**src/rtl/param_fetch_stream.sv**
```systemverilog
// rtl/param_fetch_stream.sv - sparse-layer parameter fetcher streaming (value, weight) pairs
module param_fetch_stream #(
  parameter int DATA_W    = 16,
  parameter int ADDR_W    = 16,
  parameter int CNT_W     = 16,
  parameter bit SKIP_ZERO = 1'b0
) (
  input  logic              clk,
  input  logic              rst,
  input  logic              start,
  input  logic              abort,
  input  logic [CNT_W-1:0]  num_adds,
  input  logic [ADDR_W-1:0] param_base,
  input  logic [ADDR_W-1:0] input_base,
  output logic [ADDR_W-1:0] weight_addr,
  input  logic [DATA_W-1:0] weight_val,
  output logic [ADDR_W-1:0] index_addr,
  input  logic [DATA_W-1:0] index_val,
  output logic [ADDR_W-1:0] input_addr,
  input  logic [DATA_W-1:0] input_val,
  output logic [DATA_W-1:0] out_val,
  output logic [DATA_W-1:0] out_weight,
  output logic              out_valid,
  input  logic              out_ready,
  output logic              done,
  output logic              busy,
  output logic [CNT_W-1:0]  emit_count
);

  localparam logic [2:0] IDLE   = 3'd0;
  localparam logic [2:0] W_ADDR = 3'd1;
  localparam logic [2:0] W_DATA = 3'd2;
  localparam logic [2:0] I_ADDR = 3'd3;
  localparam logic [2:0] I_DATA = 3'd4;
  localparam logic [2:0] EMIT   = 3'd5;
  localparam logic [2:0] DONE   = 3'd6;

  logic [2:0]        state;
  logic [CNT_W-1:0]  idx;
  logic [CNT_W-1:0]  numLat;
  logic [ADDR_W-1:0] inBaseLat;
  logic [DATA_W-1:0] weightLat;
  logic [ADDR_W-1:0] idxExt;
  logic              skipEntry;
  logic              isLast;
  logic              doAdvance;

  // The index word becomes an address offset: truncate or zero-extend to the address width.
  generate
    if (DATA_W >= ADDR_W) begin : gIdxTrunc
      assign idxExt = index_val[ADDR_W-1:0];
    end else begin : gIdxPad
      assign idxExt = {{(ADDR_W-DATA_W){1'b0}}, index_val};
    end
  endgenerate

  assign busy = (state != IDLE);

  // Decide when the walk moves to the next entry: a skipped zero weight or an accepted pair.
  always_comb begin
    skipEntry = SKIP_ZERO && (weight_val == '0);
    isLast    = (idx == numLat - CNT_W'(1));
    doAdvance = ((state == W_DATA) && skipEntry) || ((state == EMIT) && out_ready);
  end

  // Main sequencer: address walk, gather, output hold and run bookkeeping.
  always_ff @(posedge clk or negedge rst) begin
    if (!rst) begin
      state       <= IDLE;
      idx         <= '0;
      numLat      <= '0;
      inBaseLat   <= '0;
      weightLat   <= '0;
      weight_addr <= '0;
      index_addr  <= '0;
      input_addr  <= '0;
      out_val     <= '0;
      out_weight  <= '0;
      out_valid   <= 1'b0;
      done        <= 1'b0;
      emit_count  <= '0;
    end else begin
      done <= 1'b0;
      if (abort && (state != IDLE)) begin
        // Cancel wins over everything; addresses and count keep their last values.
        state     <= IDLE;
        out_valid <= 1'b0;
      end else begin
        case (state)
          IDLE: begin
            if (start) begin
              numLat      <= num_adds;
              inBaseLat   <= input_base;
              idx         <= '0;
              emit_count  <= '0;
              weight_addr <= param_base;
              index_addr  <= param_base;
              state       <= (num_adds == '0) ? DONE : W_ADDR;
            end
          end
          W_ADDR: state <= W_DATA;
          W_DATA: begin
            weightLat <= weight_val;
            if (!skipEntry) begin
              input_addr <= inBaseLat + idxExt;
              state      <= I_ADDR;
            end
          end
          I_ADDR: state <= I_DATA;
          I_DATA: begin
            out_val    <= input_val;
            out_weight <= weightLat;
            out_valid  <= 1'b1;
            state      <= EMIT;
          end
          EMIT: begin
            if (out_ready) begin
              out_valid  <= 1'b0;
              emit_count <= emit_count + CNT_W'(1);
            end
          end
          DONE: begin
            done  <= 1'b1;
            state <= IDLE;
          end
          default: state <= IDLE;
        endcase

        if (doAdvance) begin
          if (isLast) begin
            state <= DONE;
          end else begin
            idx         <= idx + CNT_W'(1);
            weight_addr <= weight_addr + ADDR_W'(1);
            index_addr  <= index_addr + ADDR_W'(1);
            state       <= W_ADDR;
          end
        end
      end
    end
  end

endmodule

```
**config.mk**
```make
export PLATFORM = sky130hd
export DESIGN_NAME = param_fetch_stream
export DESIGN_NICKNAME = d
export VERILOG_FILES = /design/src/rtl/param_fetch_stream.sv
export SDC_FILE = /design/constraint.sdc
export NUM_CORES = 1
export LEC_CHECK = 0
export CORE_AREA = 2 2 141 143
export DETAILED_ROUTE_END_ITERATION = 8
export DIE_AREA = 0 0 143 145
export DONT_BUFFER_PORTS = 1
export SYNTH_ARGS = -nofsm -noshare
export SYNTH_HDL_FRONTEND = slang
export SYNTH_SLANG_ARGS = --single-unit
```
**constraint.sdc**
```tcl
create_clock -name clk -period 4.3 [get_ports clk]
set_input_delay 0.43 -clock clk [delete_from_list [all_inputs] [get_ports clk]]
set_output_delay 0.43 -clock clk [all_outputs]
set_load 0.03 [all_outputs]
```
# [After elaboration in Yosys (flattened, before gate mapping)]
# Cells that the tools add are included.
[totals] latch_bits=0 mem_bits_ro=0 memories=0 ff_bits=165 input_bits=101 ramBits=0 word_cells=71 out_inout_bits=99
[op_classes] muxes=26 div=0 n_addsub=6 n_lt_le_gt_ge=0 n_eq_ne=12 mul=0 n_shift=0 reduce_logical=13 bitwise=1
[op_table] cell="two-way mux 16 bit" n=14
[op_table] cell="adder 16 x 1 -> 16 bit (second input constant)" n=4
[op_table] cell="one-hot mux 16 bit (2 select lines)" n=1
[op_table] cell="one-hot mux 3 bit (6 select lines)" n=1
[op_table] cell="adder 16 bit" n=1
[op_table] cell="== test 16 bit" n=1
[op_table] cell="zero test 16 bit" n=1
[op_table] cell="subtractor 16 x 1 -> 16 bit (second input constant)" n=1
[op_table] cell="two-way mux 3 bit" n=5
[op_table] cell="== test 3 bit (second input constant)" n=3
[op_table] cell="AND reduction 2 bit" n=4
[op_table] cell="== test 3 x 2 -> 1 bit (second input constant)" n=2
[op_table] cell="!= test 3 x 2 -> 1 bit (second input constant)" n=2
[op_table] cell="nonzero test 3 bit" n=2
[op_table] cell="two-way mux 1 bit" n=4
[op_table] cell="!= test 2 bit (second input constant)" n=2
[op_table] cell="!= test 4 bit (second input constant)" n=1
[op_table] cell="AND reduction 4 bit" n=1
[op_table] cell="== test 3 x 1 -> 1 bit (second input constant)" n=1
[op_table] cell="zero test 3 bit" n=1
[op_table] cell="AND reduction 3 bit" n=1
[op_table] cell="logical AND 1 bit" n=2
[op_table] cell="one-hot mux 1 bit (2 select lines)" n=1
[op_table] cell="nonzero test 2 bit" n=1
[op_table] cell="NOT 1 bit" n=1

# [Logic depth before layout (Yosys ltp)]
# Gate-level depths: netlist of the first run.
[logic_depth] word_depth=6 mapped_depth=12 depth_no_buf=11

# [Worst setup path before layout of the first run]
# Ideal clock, no wire load.
[synth_path] path_type="register -> register" start="register numLat[0]" end="register index_addr[5]" path_stages_with_launch=13 path_slack_ns=1.274 arrival_ns=2.904 setup_ns=0.121 t_required_ns=4.179 cell_sequence="dfrtp_1 > inv_1 > ha_1 > or4b_4 > or3_1 > a211oi_2 > nand4_1 > or4_1 > buf_6 > a21oi_4 > buf_6 > a21oi_2 > o22a_1"
[synth_via] elab_chain_len=4
[synth_lines] item="start: declaration" line="40" rtl="logic [CNT_W-1:0] numLat;"
[synth_lines] item="start signal: assignment" line="92" rtl="numLat <= num_adds;"
[synth_lines] item="subtractor 16 x 1 -> 16 bit" line="62" rtl="isLast = (idx == numLat - CNT_W'(1));"
[synth_lines] item="== test 16 bit" line="62"
[synth_lines] item="two-way mux 16 bit" line="130" rtl="if (isLast) begin"
[synth_lines] item="two-way mux 16 bit" line="129" rtl="if (doAdvance) begin"
[synth_lines] item="end signal: assignment" line="97" rtl="index_addr <= param_base;"
[synth_lines] item="end signal: assignment" line="135" rtl="index_addr <= index_addr + ADDR_W'(1);"
[synth_lines] item="end: declaration" line="17" rtl="output logic [ADDR_W-1:0] index_addr,"
# Every way passes these cells.
# A chain may end at the register's enable or synchronous reset.

# [Worst setup path after layout of the first run]
[layout_path] start="register numLat[0]" end="register weight_addr[15]"
[layout_via] elab_chain_len=4
[layout_lines] item="subtractor 16 x 1 -> 16 bit" line="62"
[layout_lines] item="== test 16 bit" line="62"
[layout_lines] item="two-way mux 16 bit" line="130"
[layout_lines] item="two-way mux 16 bit" line="129"
[layout_lines] item="end signal: assignment" line="96" rtl="weight_addr <= param_base;"
[layout_lines] item="end signal: assignment" line="134" rtl="weight_addr <= weight_addr + ADDR_W'(1);"
[layout_lines] item="end: declaration" line="15" rtl="output logic [ADDR_W-1:0] weight_addr,"
# Every way passes these cells.

==> impl_metrics.csv, run 1 <==
group,metric,value,unit
run_status,status,"finished, violations left",
run_status,failed_checks,"hold timing",
clock_tree,clk_latency,0.43,ns
detailed_routing,first_iter_violations,481,
floorplanning,die_width,143,µm
global_routing,grt_pass1_wl,34520,µm
detailed_routing,drc,0,
setup_path,crit_path_cell_trace,"inv_1 > ha_1 > nor4b_1 > nand4_1 > xnor2_1 > o221ai_1 > or4_1 > a21oi_4 > a21oi_1 > o221a_2",
floorplanning,die_h,145,µm
sta,min_period_over_period,0.8206,
power_and_ir_drop,comb_power_share,0.296,
sta,hold_ws,-0.06013,ns
power_and_ir_drop,ir_drop,0.3650,mV
sta,slew_headroom,0.3793,
synthesis,syn-num-nets,1006,
synthesis,ys_warn_count,0,
setup_path,startpoint_type,"register",
clock_tree,cts_tree,"built",
sta,skew,0.01679,ns
placement,gp_congestion,0.8029,
setup_path,rrSetupSlack,0.77,ns
synthesis,syn_inst,884,
power_and_ir_drop,clockPowerShare,0.224,
sta,hold_violations,16,
cells_and_area,fin_nets,998,
global_routing,grt_max_degree,166,
global_routing,grt_pass1_vias,6453,
power_and_ir_drop,power.density,751.7,nW/µm²
synthesis,ys_async_sr_fraction,1.000,
global_routing,global_route.usage.total,0.2083,
setup_path,required,4.62,ns
clock_tree,cts_buffers,17,
power_and_ir_drop,p_sw,3.238,mW
synthesis,synth.largest_area_cell,"dfrtp_1",
sta,tightest_slew,0.9311,ns
setup_path,cp_max_fo,22,
sta,max_freq,0.2834,GHz
floorplanning,initial_core_util,0.4450,
cells_and_area,n_fill_cell,1821,
setup_path,cp_slowest_cell,"nor4b_1",
cells_and_area,antenna_cells,0,
detailed_routing,dr.pass1.iters,5,
power_and_ir_drop,p_int,3.866,mW
sta,drv_slew,0,
sta,finalSetupViolations,0,
clock_tree,cts-root-buf,"clkbuf_16",
detailed_routing,wl,21000,µm
power_and_ir_drop,swShare,0.4558,
setup_path,endpoint_kind,"register",
cells_and_area,multi_input_area,4151,µm²
synthesis,synth_area,8547,µm²
synthesis,synth-edff-count,0,
floorplanning,core_area,19210,µm²
clock_tree,cts_resized,0,
placement,portBuffers,0,
clock_tree,clkTransAtPathRegs,0.08,ns
sta,setup_tns,0,ns
detailed_routing,vias,6517,
synthesis,syn_avg_cell_area,9.668,µm²
clock_tree,ctsLongestPathBuffers,2,
sta,period_minus_slack,3.529,ns
setup_path,r2r_end,"weight_addr[15]$_DFFE_PN0N_",
power_and_ir_drop,seq_power_share,0.479,
power_and_ir_drop,p_total,7.104,mW
synthesis,synth.top_cell.area_share,0.4831,
synthesis,ys_ff_latch,165,
detailed_routing,avgRoutedWirePerCell,18.20,µm
detailed_routing,viasPerCell,5.647,
sta,rsz0062_at_grt,"no",
clock_tree,htreeDepth,4,
global_routing,antenna_found_initial,0,
job,drv_cap,0,
synthesis,synth_flop_cell,"dfrtp_1",
floorplanning,io_pins,200,
floorplanning,rows,51,
cells_and_area,drive_gt1_frac,0.1260,
setup_path,timing.rr.start,"numLat[0]$_DFFE_PN0P_",
setup_path,crit_arrival,3.85,ns
setup_path,path_class,"register to register",
synthesis,netlist_top_cells_area,"dfrtp_1, mux2_2, nand2_1, o21ai_0, ha_1",
synthesis,yosysSeqAreaShare,0.4831,
synthesis,synth_cell_types,71,
global_routing,gr-total-overflow,0,
clock_tree,clkSinkCount,165,
cells_and_area,final-seq-area,4129,µm²
cells_and_area,areaGrowthSynthToFinish,10.57,%
placement,dp_hpwl,14370,µm
setup_path,reg2reg_depth,10,
power_and_ir_drop,p_leak,4.167,nW
setup_path,cpPeakStageDelay,0.60,ns
floorplanning,dieArea,20740,µm²
detailed_routing,ant_nets,0,
min_path,min_path_type,"input pin to asynchronous set/reset pin",
## flip-flops by register name, summed over array words and instances (netlist names)
name	count
state	3
inBaseLat	16
numLat	16
out_valid	1
out_weight	16
out_val	16
done	1
emit_count	16
weight_addr	16
index_addr	16
weightLat	16
idx	16
input_addr	16
## cells in the final DEF, fill, tap and decap left out, types with 8 or more instances in the layout
master     netlist  layout
dfrtp_1        165     165
nand2_1        146     145
nor2_1          60      60
o21ai_0         58      58
mux2_2          50      50
nor3_1          33      32
a21oi_1         30      30
xor2_1          24      24
nand3_1         23      23
inv_1           23      23
xnor2_1         22      22
and3_1          20      20
ha_1            20      20
clkbuf_16        0      17
nand4_1         12      12
o22ai_1         11      11
buf_4            2      11
a31oi_1         10      10
nor4_1          11      10
a211oi_1         8       8
a311oi_1         8       8
clkinv_8         0       8
## area by class of cell
class,count,area share
Clock buffer,17,0.04502
Timing Repair Buffer,12,0.01165
Multi-Input combinational cell,657,0.4393
Sequential cell,165,0.4369
Tap cell,265,0.03509
Inverter,23,0.009135
Clock inverter,15,0.02290
## how the worst max path moves through the flow
stage / slack, ns / endpoint / from / cells past startpoint
6_report: 0.77 / weight_addr[15]$_DFFE_PN0N_ / numLat[0]$_DFFE_PN0P_ / 10
4_1_cts: 0.75 / weight_addr[15]$_DFFE_PN0N_ / numLat[0]$_DFFE_PN0P_ / 10
3_3_place_gp: 0.86 / weight_addr[15]$_DFFE_PN0N_ / numLat[0]$_DFFE_PN0P_ / 10
3_5_place_dp: 0.77 / weight_addr[15]$_DFFE_PN0N_ / numLat[0]$_DFFE_PN0P_ / 10
5_1_grt: 0.45 / weight_addr[15]$_DFFE_PN0N_ / numLat[0]$_DFFE_PN0P_ / 10
2_1_floorplan: 1.27 / index_addr[5]$_DFFE_PN0N_ / numLat[0]$_DFFE_PN0P_ / 12
## synthesized netlist by cell type, types with 11 or more instances
master and instances:
dfrtp_1 165, mux2_2 50, o22ai_1 11, nor4_1 11, nor2_1 60, xor2_1 24, nand4_1 12, clkbuf_1 26
xnor2_1 22, o21ai_0 58, nand2_1 146, a21oi_1 30, nand3_1 23, ha_1 20, inv_1 23, and3_1 20
nor3_1 33
## per-layer routing
layer / GRT usage / up-vias / wire [µm]
li1: - / 3136 / -
met1: 0.2929 / 3160 / 9756
met2: 0.3108 / 205 / 9457
met3: 0.06931 / 16 / 1558
met4: 0.05050 / 0 / 229
met5: 0 / - / 0
## power by group through the flow
stage | clock network [mW] | logic [mW] | registers, mW
after floorplan | 0 | 1.75 | 3.21
after global placement | 0 | 2.04 | 3.43
after detailed placement | 0 | 2.08 | 3.43
after CTS | 1.65 | 2.13 | 3.41
after global routing | 1.72 | 2.40 | 3.50
final | 1.59 | 2.10 | 3.41
## critical path: cells and delay by family, from the launching register on
family | cells | cell delay [ns]
AO/OA/AOI/OAI | 4 | 1.13
XOR/XNOR | 1 | 0.19
adder cells (fa/ha/maj) | 1 | 0.22
buffers and inverters | 1 | 0.08
flip-flops | 1 | 0.41
AND/OR/NAND/NOR | 3 | 1.40
## kinds of logic after synthesis
kind of cell	after synthesis	share of synthesized area
AOI/OAI and AO/OA	189	0.1433
DFF	165	0.4831
and+or+nand+nor	350	0.1949
xor gates and xnor gates	46	0.04714
buffers and inverters	62	0.03294
adders and majority gates	21	0.03162
muxes	51	0.06705
## stage by stage
step	setup WS, ns	cells	hold slack (ns)	utilization	area (µm²)
after floorplan	1.274	884	0.1344	-	8547
after global placement	0.8632	1121	0.1370	0.4572	8781
after detailed placement	0.7670	1121	0.1373	0.4572	8781
after CTS	0.7466	1154	0.07177	0.4920	9450
after global routing	0.4507	1154	0.07582	0.4920	9450
final	0.7715	1154	-0.06013	0.4920	9450
## timing repair
item	CTS	global route
hold endpoints to repair	165	0
hold buffers	1	0
setup buffers	0	0
No activity file was read; power rests on OpenSTA's default activity.
==> run 2, diff against run 1 <==
==> constraint.sdc (replaced) <==
create_clock -name clk -period 2.95 [get_ports clk]
set_input_delay 0.295 -clock clk [delete_from_list [all_inputs] [get_ports clk]]
set_output_delay 0.295 -clock clk [all_outputs]
set_load 0.03 [all_outputs]
==> impl_metrics.csv, run 2 (synthesized netlist as in run 1, its figures left out) <==
group,metric,value,unit
cells_and_area,final_common_cell,"dfrtp_1",
sta,tightest_slew,0.6963,ns
min_path,min_path_type,"input pin to asynchronous set/reset pin",
placement,dp_hpwl,14850,µm
detailed_routing,wl,22850,µm
floorplanning,rows,51,
floorplanning,die_width,143,µm
clock_tree,clk_latency,0.43,ns
floorplanning,dieArea,20740,µm²
floorplanning,core_area,19210,µm²
clock_tree,clkTransAtPathRegs,0.08,ns
clock_tree,cts_buffers,17,
sta,setup_tns,-2.722,ns
run_status,status,"finished, violations left",
detailed_routing,first_iter_violations,375,
job,drv_cap,0,
setup_path,timing.rr.start,"numLat[0]$_DFFE_PN0P_",
power_and_ir_drop,p_total,10.98,mW
sta,hold_ws,-0.4533,ns
global_routing,antenna_found_initial,0,
detailed_routing,vias,7053,
cells_and_area,final_cells,1275,
setup_path,crit_arrival,3.43,ns
setup_path,path_class,"register to register",
power_and_ir_drop,ir_drop,0.5590,mV
global_routing,grt_pass1_wl,36320,µm
global_routing,grt_max_degree,166,
placement,gp_congestion,0.8230,
placement,dp.cells,1161,
placement,dp_slack,-0.2426,ns
detailed_routing,ant_nets,0,
cells_and_area,drive_gt1_frac,0.2059,
detailed_routing,viasPerCell,5.532,
setup_path,rrSetupSlack,-0.16,ns
cells_and_area,antenna_cells,0,
sta,slew_headroom,0.5358,
floorplanning,io_pins,200,
sta,skew,0.01839,ns
setup_path,required,3.26,ns
clock_tree,cts_tree,"built",
sta,final.setup.worst_slack,-0.1634,ns
setup_path,r2r_end,"index_addr[12]$_DFFE_PN0N_",
cells_and_area,areaGrowthSynthToFinish,27.13,%
detailed_routing,dr.pass1.iters,7,
detailed_routing,avgRoutedWirePerCell,17.92,µm
detailed_routing,drc,0,
floorplanning,die_h,145,µm
setup_path,cp_max_fo,7,
global_routing,grt_pass1_vias,7070,
sta,rsz0062_at_grt,"yes",
power_and_ir_drop,power.density,1011,nW/µm²
sta,max_freq,0.3212,GHz
sta,period_minus_slack,3.113,ns
power_and_ir_drop,p_leak,4.781,nW
setup_path,startpoint_type,"register",
clock_tree,htreeDepth,4,
cells_and_area,fin_nets,1119,
global_routing,global_route.usage.total,0.2185,
floorplanning,initial_core_util,0.4450,
sta,finalSetupViolations,36,
clock_tree,clkSinkCount,165,
sta,hold_violations,165,
placement,portBuffers,0,
sta,drv_slew,0,
run_status,failed_checks,"hold timing, setup timing",
clock_tree,cts-root-buf,"clkbuf_16",
sta,min_period_over_period,1.055,
setup_path,endpoint_kind,"register",
cells_and_area,final_cell_mix,"dfrtp_1, nand2_1, dlygate4sd3_1",
setup_path,reg2reg_depth,13,
global_routing,gr-total-overflow,0,
clock_tree,ctsLongestPathBuffers,2,
[run 2: cell types whose count changed in the layout (fill, tap and decap cells not counted), sizes merged]
cell	previous run	this run
dlygate4sd3	0	65
buf	12	65
clkinv	9	7
inv	29	31
nor2	61	63
clkbuf	17	18
[run 2: metrics by stage]
stage          area [µm²]  hold WS, ns    util
4_1_cts             10510      -0.4771  0.5471
3_3_place_gp         9109     0.002544  0.4742
5_1_grt             10870      -0.4795  0.5657
2_1_floorplan        8549   -0.0005911       -
6_report            10870      -0.4533  0.5657
3_5_place_dp         9109     0.002796  0.4742
[run 2: layer usage]
layer | part of all wire | track usage
met1 | 0.44 | 0.2920
met5 | 0 | 0
met3 | 0.073 | 0.06502
met2 | 0.47 | 0.3452
met4 | 0.013 | 0.05941
[run 2: worst max-delay path by stage]
stage	depth (start not counted)	endpoint	slack (ns)	start
5_1_grt	13	index_addr[12]$_DFFE_PN0N_	-0.35	numLat[1]$_DFFE_PN0P_
3_5_place_dp	12	index_addr[5]$_DFFE_PN0N_	-0.24	numLat[1]$_DFFE_PN0P_
4_1_cts	12	index_addr[5]$_DFFE_PN0N_	-0.14	numLat[1]$_DFFE_PN0P_
3_3_place_gp	12	index_addr[5]$_DFFE_PN0N_	-0.20	numLat[0]$_DFFE_PN0P_
6_report	13	index_addr[12]$_DFFE_PN0N_	-0.16	numLat[0]$_DFFE_PN0P_
2_1_floorplan	12	index_addr[5]$_DFFE_PN0N_	-0.05	numLat[0]$_DFFE_PN0P_
[run 2: worst max-delay path: stages, from the launching register on]
cell and delay (ns):
dfrtp_1 0.39, inv_2 0.08, ha_4 0.13, or4b_4 0.46
or3_4 0.38, a211oi_2 0.19, nand4_1 0.13, or4_4 0.45
buf_12 0.17, a21oi_4 0.23, buf_4 0.16, buf_6 0.09
o21ba_4 0.12, a211oi_2 0.03
[run 2: power breakdown]
group / leakage [nW] / switching [mW] / internal, mW
Combinational: 2.41 / 1.96 / 1.82
Sequential: 2.07 / 1.82 / 3.09
Clock: 0.300 / 1.12 / 1.17
[run 2: what timing repair did]
item,4_1_cts,5_1_grt
endpoints found under the hold margin,230,166
buffers inserted,6,7
endpoints found under the setup margin,50,51
gates resized for setup,27,73
hold buffers,64,1
pin swaps,10,29
cloned,1,3
[run 2: area by class of cell]
cell class / count / area (µm²)
flip-flops and latches: 165 / 4129
well taps: 265 / 331.6
multi-input cells: 659 / 4425
repair buffers: 131 / 1274
clock buffers: 17 / 425.4
clock inverters: 15 / 193.9
inverters: 23 / 86.33
fillers: 1665 / 8342
==> run 3, diff against run 2 <==
==> constraint.sdc (replaced) <==
create_clock -name clk -period 2.95 [get_ports clk]
set_input_delay 0.295 -clock clk [delete_from_list [all_inputs] [get_ports clk]]
set_output_delay 0.295 -clock clk [all_outputs]
set_load 0.005 [all_outputs]
==> impl_metrics.csv, run 3 (synthesized netlist as in run 1, its figures left out) <==
group,metric,value,unit
run_status,status,"finished, violations left",
run_status,failed_checks,"hold timing, setup timing",
sta,hold_ws,-0.4599,ns
sta,hold_violations,165,
global_routing,global_route.usage.total,0.2209,
sta,tightest_slew,0.6735,ns
global_routing,grt_max_degree,166,
floorplanning,rows,51,
job,drv_cap,0,
setup_path,cp_common_cell,"buf_4",
detailed_routing,ant_nets,0,
setup_path,cpPeakStageDelay,0.58,ns
sta,rsz0062_at_grt,"yes",
clock_tree,cts_buffers,17,
setup_path,reg2reg_depth,13,
detailed_routing,wl,22810,µm
setup_path,cp_slowest_cell,"or4_4",
placement,portBuffers,0,
floorplanning,die_h,145,µm
detailed_routing,first_iter_violations,474,
cells_and_area,fin_nets,1132,
cells_and_area,final_cell_mix,"dfrtp_1, nand2_1, dlygate4sd3_1",
cells_and_area,antenna_cells,0,
setup_path,critical_path.top_delay_family,"simple AND/OR/NAND/NOR gates",
floorplanning,die_width,143,µm
cells_and_area,drive_gt1_frac,0.2141,
sta,final.setup.worst_slack,-0.2590,ns
global_routing,grt_pass1_vias,7094,
setup_path,rrSetupSlack,-0.26,ns
power_and_ir_drop,ir_drop,0.5000,mV
setup_path,crit_arrival,3.53,ns
setup_path,path_class,"register to register",
placement,dp_hpwl,14880,µm
setup_path,crit_path_cell_trace,"inv_2 > ha_4 > or4b_4 > or3_4 > a211oi_2 > nand4_1 > or4_4 > buf_4 > a21oi_4 > buf_4 > buf_6 > a21oi_2 > o22a_1",
floorplanning,initial_core_util,0.4450,
sta,period_minus_slack,3.209,ns
min_path,min_path_type,"input pin to asynchronous set/reset pin",
cells_and_area,final_common_cell,"dfrtp_1",
setup_path,crit_buf_inv,4,
sta,finalSetupViolations,44,
sta,slew_headroom,0.5510,
setup_path,startpoint_type,"register",
setup_path,setup.worst_path.start,"numLat[1]$_DFFE_PN0P_",
setup_path,cp_max_fo,7,
power_and_ir_drop,power.density,916.5,nW/µm²
clock_tree,clkTransAtPathRegs,0.08,ns
detailed_routing,viasPerCell,5.503,
sta,skew,0.01447,ns
setup_path,r2r_end,"index_addr[5]$_DFFE_PN0N_",
sta,drv_slew,0,
power_and_ir_drop,p_leak,4.871,nW
floorplanning,dieArea,20740,µm²
clock_tree,clkSinkCount,165,
detailed_routing,dr.pass1.iters,5,
clock_tree,ctsLongestPathBuffers,2,
detailed_routing,avgRoutedWirePerCell,17.71,µm
clock_tree,cts_hold_buf,66,
clock_tree,clk_latency,0.44,ns
cells_and_area,areaGrowthSynthToFinish,28.47,%
global_routing,gr-total-overflow,0,
floorplanning,io_pins,200,
setup_path,endpoint_kind,"register",
clock_tree,cts_tree,"built",
sta,min_period_over_period,1.088,
sta,max_freq,0.3116,GHz
clock_tree,htreeDepth,4,
global_routing,grt_pass1_wl,36600,µm
setup_path,required,3.28,ns
power_and_ir_drop,p_total,10.06,mW
global_routing,antenna_found_initial,0,
detailed_routing,vias,7088,
cells_and_area,finish.utilization,0.5717,
detailed_routing,drc,0,
floorplanning,core_area,19210,µm²
setup_path,timing.rr.start,"numLat[1]$_DFFE_PN0P_",
placement,gp_congestion,0.7933,
clock_tree,cts-root-buf,"clkbuf_16",
[run 3: worst max path at each step]
| stage | to | slack, ns | cells past startpoint |
|---|---|---|---|
| CTS | weight_addr[4]$_DFFE_PN0N_ | -0.21 | 12 |
| global route | index_addr[5]$_DFFE_PN0N_ | -0.38 | 13 |
| floorplan | index_addr[5]$_DFFE_PN0N_ | -0.05 | 12 |
| finish | index_addr[5]$_DFFE_PN0N_ | -0.26 | 13 |
| global placement | index_addr[5]$_DFFE_PN0N_ | -0.20 | 12 |
| detailed placement | index_addr[5]$_DFFE_PN0N_ | -0.24 | 12 |
[run 3: power by group]
part | switching (mW) | internal [mW]
Combinational | 1.92 | 1.83
Clock | 1.16 | 1.18
Sequential | 0.861 | 3.11
[run 3: per-layer routing]
layer | wire length [µm] | up-vias | GRT usage
met1 | 10330 | 3422 | 0.3019
li1 | - | 3419 | -
met3 | 1508 | 20 | 0.06139
met5 | 0 | - | 0
met4 | 306 | 0 | 0.06139
met2 | 10670 | 227 | 0.3445
[run 3: stage by stage]
step                std cells  TNS (ns)  hold slack [ns]  worst slack [ns]  cell area (µm²)
floorplan                 884  -0.08903       -0.0005911          -0.04621             8549
global placement         1164    -5.052         0.002292           -0.2033             9119
detailed placement       1164    -6.919         0.002178           -0.2408             9119
CTS                      1273    -6.499          -0.4813           -0.2119            10710
global route             1288    -12.48          -0.4899           -0.3760            10980
finish                   1288    -6.051          -0.4599           -0.2590            10980
[run 3: timing repair]
action | CTS | global route
endpoints found under the hold margin | 232 | 165
resized for setup | 52 | 43
setup buffers | 10 | 16
setup endpoints to repair | 51 | 51
pin swaps | 29 | 16
gates cloned | 1 | 3
[run 3: final cells by class]
class                           instances  area [µm²]
Fill cell                            1649        8227
Timing Repair Buffer                  145        1398
Inverter                               23       86.33
Tap cell                              265       331.6
Clock buffer                           17       425.4
Sequential cell                       165        4129
Multi-Input combinational cell        658        4394
Clock inverter                         15       216.5
